## config.mk

```make
export PLATFORM = sky130hd
export DESIGN_NAME = seq_multiplier_32bit
export DESIGN_NICKNAME = d
export VERILOG_FILES = /design/src/rtl/seq_multiplier_32bit_pkg.sv /design/src/rtl/adder_32bit.sv /design/src/rtl/mult_ctrl.sv /design/src/rtl/seq_multiplier_32bit.sv
export SDC_FILE = /design/constraint.sdc
export NUM_CORES = 1
export LEC_CHECK = 0
export ABC_AREA = 1
export CAP_MARGIN = 40
export CORE_MARGIN = 2
export CORE_UTILIZATION = 25
export CTS_CLUSTER_SIZE = 8
export DETAILED_ROUTE_END_ITERATION = 7
export PLACE_DENSITY_LB_ADDON = 0.3
export SYNTH_ARGS = -nofsm -noshare
export SYNTH_HDL_FRONTEND = slang
export SYNTH_SLANG_ARGS = --single-unit
```

## constraint.sdc

```tcl
create_clock -name clk -period 5.1 [get_ports clk]
set_clock_uncertainty 0.15 [all_clocks]
set_input_delay 1.275 -clock clk [delete_from_list [all_inputs] [get_ports clk]]
set_output_delay 1.275 -clock clk [all_outputs]
set_load 0.1 [all_outputs]
```

## src/rtl/seq_multiplier_32bit_pkg.sv

```systemverilog
// Shared constants and state encoding for the sequential shift-and-add multiplier.
package seq_multiplier_32bit_pkg;

  // Only 32 is supported: the datapath adder is fixed at 32 bits.
  localparam int unsigned WIDTH     = 32;
  // Iteration counter width; 2**CNT_W must exceed WIDTH.
  localparam int unsigned CNT_W     = 6;
  localparam int unsigned ITER_LAST = WIDTH - 1;

  typedef enum logic [1:0] {
    StIdle = 2'b00,
    StRun  = 2'b01,
    StDone = 2'b10
  } state_e;

endpackage

```

## src/rtl/adder_32bit.sv

```systemverilog
// Plain 32-bit ripple/carry adder with carry-in and carry-out.
module adder_32bit (
  input  logic [31:0] input1,
  input  logic [31:0] input2,
  input  logic        cin,
  output logic [31:0] sum,
  output logic        cout
);

  assign {cout, sum} = {1'b0, input1} + {1'b0, input2} + {32'b0, cin};

endmodule

```

## src/rtl/mult_ctrl.sv

```systemverilog
// Sequencer for the multiplier: IDLE/RUN/DONE FSM plus the iteration counter.
module mult_ctrl
  import seq_multiplier_32bit_pkg::*;
(
  input  logic clk,
  input  logic reset,
  input  logic start,
  output logic load,
  output logic shift_en,
  output logic busy,
  output logic done
);

  state_e           state_q, state_d;
  logic [CNT_W-1:0] count_q, count_d;
  logic             last_iter;

  assign last_iter = (count_q == CNT_W'(ITER_LAST));

  always_ff @(posedge clk) begin
    if (reset) begin
      state_q <= StIdle;
      count_q <= '0;
    end else begin
      state_q <= state_d;
      count_q <= count_d;
    end
  end

  always_comb begin
    state_d = state_q;
    unique case (state_q)
      StIdle:  if (start) state_d = StRun;
      StRun:   if (last_iter) state_d = StDone;
      StDone:  state_d = start ? StRun : StIdle;
      default: state_d = StIdle;
    endcase
  end

  always_comb begin
    load     = 1'b0;
    shift_en = 1'b0;
    busy     = 1'b0;
    done     = 1'b0;
    unique case (state_q)
      StIdle:  load = start;
      StRun: begin
        shift_en = 1'b1;
        busy     = 1'b1;
      end
      // Start is also accepted here so back-to-back operations lose no cycle.
      StDone: begin
        done = 1'b1;
        load = start;
      end
      default: ;
    endcase
  end

  always_comb begin
    count_d = count_q;
    if (load) begin
      count_d = '0;
    end else if (shift_en) begin
      count_d = count_q + 1'b1;
    end
  end

endmodule

```

## src/rtl/seq_multiplier_32bit.sv

```systemverilog
// Unsigned 32x32 sequential multiplier: one shared adder, one iteration per cycle.
module seq_multiplier_32bit
  import seq_multiplier_32bit_pkg::*;
(
  input  logic               clk,
  input  logic               reset,
  input  logic               start,
  input  logic [WIDTH-1:0]   multiplicand,
  input  logic [WIDTH-1:0]   multiplier,
  output logic               busy,
  output logic               done,
  output logic [2*WIDTH-1:0] product
);

  logic [WIDTH-1:0]   mcand_q, mcand_d;
  logic [2*WIDTH-1:0] p_q, p_d;
  logic               load, shift_en;
  logic [WIDTH-1:0]   add_b, add_sum;
  logic               add_cout;

  mult_ctrl u_ctrl (
    .clk      (clk),
    .reset    (reset),
    .start    (start),
    .load     (load),
    .shift_en (shift_en),
    .busy     (busy),
    .done     (done)
  );

  assign add_b = p_q[0] ? mcand_q : '0;

  adder_32bit u_adder (
    .input1 (p_q[2*WIDTH-1:WIDTH]),
    .input2 (add_b),
    .cin    (1'b0),
    .sum    (add_sum),
    .cout   (add_cout)
  );

  // Upper half accumulates partial sums; the multiplier drains out of the lower half.
  always_comb begin
    mcand_d = mcand_q;
    p_d     = p_q;
    if (load) begin
      mcand_d = multiplicand;
      p_d     = {{WIDTH{1'b0}}, multiplier};
    end else if (shift_en) begin
      p_d = {add_cout, add_sum, p_q[WIDTH-1:1]};
    end
  end

  always_ff @(posedge clk) begin
    if (reset) begin
      mcand_q <= '0;
      p_q     <= '0;
    end else begin
      mcand_q <= mcand_d;
      p_q     <= p_d;
    end
  end

  assign product = p_q;

endmodule

```

==> results.md <==
* Status: complete, no violations
* CTS tree: built
* Core area at 26,000 um^2
* Routed Antenna Nets at 0
* Antenna violations before repair at 0
* Pin count of the biggest net entering global routing at 67
* Ys Warns at 0
* Peak VDD IR at 0.000162 V
* Max Clk Rate at 0.319 GHz
* Cts bufs inserted at 9
* Clk slew on worst S/H paths at 0.07 ns
* Async S/R FF share, synth at 0%
* Max-Cap Viols at 0
* Final WL at 20,500 um
* GRT met2 Usage at 24.9%
* Gr usage total at 14.6%
* Startpoint Class: register
* Die ar. at 27,700 um^2
* Worst path max stage delay at 0.56 ns
* Via density at 4.31
* Routability cong. at 0.882
* Cell chain of the critical path: inv_1 -> nor2_1 -> clkdlybuf4s50_1 -> buf_8
* Crit end category: output pin
* Top delay family on crit path: buffers and inverters
* Via count at 6,881
* Final hold vios at 0
* Syn Area/Cell at 6.12 um^2
* Final net count at 1,357
* Initial DRC Count at 293
* Worst slew pin tran at 0.631 ns
* HPWL after DPL at 15,900 um
* Critical-path top delay cell: clkdlybuf4s50_1
* Sequential-to-total area share from yosys stat at 31.5%
* R2r setup slk at 2.32 ns
* Critical setup path kind: register to output pin
* Num rows at 59
* Util after Layout at 38.0%
* PD cells at 257 nW/um^2
* Critical path required time at 3.67 ns
* Max clock buf depth at 2
* Final TNS setup at 0 ns
* Syn-to-layout area delta at 49.6%
* CP max FO at 2
* H-tree depth at 3
* Initial core utilization at 25.4%
* Number of global-route vias before repair at 6,605
* DR WL/cell at 12.8 um
* Rel. slew slack at 57.9%
* Met3 Resource Use GR at 2.92%
* Post-synth EDFFs at 0
* # port buffers at 132
* Most common cell after layout, fill and taps aside: nand2_1
* Boundary Pins at 133
* Ant diodes at 0
* First-pass GRT wire length at 33,300 um
* Layout cells sized above 1 at 9.36%
* Final period util at 61.5%
* Die width at 167 um
* Fin. max-slew vios at 0
* Top_reg_cell synth: dfxtp_1
* Grt ovf at 0
* RSZ-0062 raised after global routing: false
* Die H at 167 um
* Cts hold-fix bufs at 0
* Grt peak-use layer: met2
* WP data arrival at 1.71 ns
* Minimum clock period at 3.13 ns
* Clock latency on the worst-skew pair at 0.35 ns
* Buf+Inv Stages, Crit Path at 3
* TritonRoute pass-1 iters at 7
* Clock root buffer: clkbuf_16
* P_leak at 4.97 nW
* Syn Nets at 1,180
* DRC at 0
* Cell Area, Synth at 6610 um^2
* Clock sinks at 104
* Netlist cell types at 29
* Commonest cells after routing, fill and taps aside: nand2_1 (267), inv_1 (213), nor2_1 (169)
* #FFs+latches synth at 104
* Post_cts resized at 0
* Met1 Use GR at 18.8%
* Setup Buffers After CTS at 0
* # setup viols final at 0
* Hold WC Path Type: register to register
* Post-Synthesis Cells at 1,079
* PnR Total Power at 2.54 mW
[report_power, final]
group / internal (mW) / total, mW / switching [mW] / leakage, nW
Sequential: 0.876 / 0.916 / 0.0399 / 0.857
Combinational: 0.351 / 0.901 / 0.550 / 3.96
Clock: 0.400 / 0.726 / 0.327 / 0.145
Total: 1.63 / 2.54 / 0.917 / 4.97
[per-stage QoR]
| stage | hold WS, ns | cell area (um^2) | std cells | setup slack [ns] |
|---|---|---|---|---|
| 4_1_cts | 0.341 | 9880 | 1596 | 1.92 |
| 6_report | 0.336 | 9880 | 1596 | 1.97 |
| 2_1_floorplan | 0.302 | 6610 | 1079 | 2.02 |
| 3_5_place_dp | 0.322 | 9580 | 1580 | 1.59 |
| 3_3_place_gp | 0.312 | 8230 | 1514 | 1.66 |
| 5_1_grt | 0.356 | 9880 | 1596 | 1.81 |
[worst paths after layout]
check                          from          end  cells past startpoint
setup / recovery  u_ctrl.state_q[1]         done                      4
hold / removal          mcand_q[30]  mcand_q[30]                      2
setup reg to reg         product[0]  product[59]                     15
hold reg to reg         mcand_q[30]  mcand_q[30]                      2
[registers in the layout, summed over array words and instances (netlist names)]
| signal | cells |
|---|---|
| product | 64 |
| mcand_q | 32 |
| u_ctrl.count_q | 6 |
| u_ctrl.state_q | 2 |
[cell usage after synthesis, types with 11 or more instances]
library cell	number	area [um^2]
nand2_1	267	1000
inv_1	213	800
nor2_1	169	634
dfxtp_1	104	2080
o21ai_0	76	380
nand3_1	44	220
ha_1	33	413
a221oi_1	30	263
a21oi_1	29	145
clkbuf_1	27	101
xor2_1	13	114
nand2_2	12	75.1
inv_2	11	41.3
[final cells by class]
class	count	area, um^2
fill	2780	16100
multi-input combinational	715	3530
tap	335	419
inverter	224	841
clock buffer	13	250
clock inverter	3	47.5
timing repair buffer	202	2710
sequential	104	2080
[cells by family after synthesis]
kind of cell	after synthesis	share of synthesized area (%)
xor gates and xnor gates	14	1.86
AOI/OAI and AO/OA	151	13.5
buffers and inverters	260	15.0
DFF	104	31.5
adders and majority gates	34	6.55
and+or+nand+nor	516	31.6
[worst reg2reg max path, delay by kind of cell (launching register included)]
kind                       cells  cell delay, ns
buffers and inverters          3            0.33
DFF                            1            0.31
adders and majority gates      2            0.68
and+or+nand+nor               10            1.20
[routing by layer]
metal	wire, um	vias up
met3	1090	21
met4	340	0
met1	9560	3043
met2	9470	148
li1	-	3669
met5	0	-
Power figures use the tool's default switching activity.
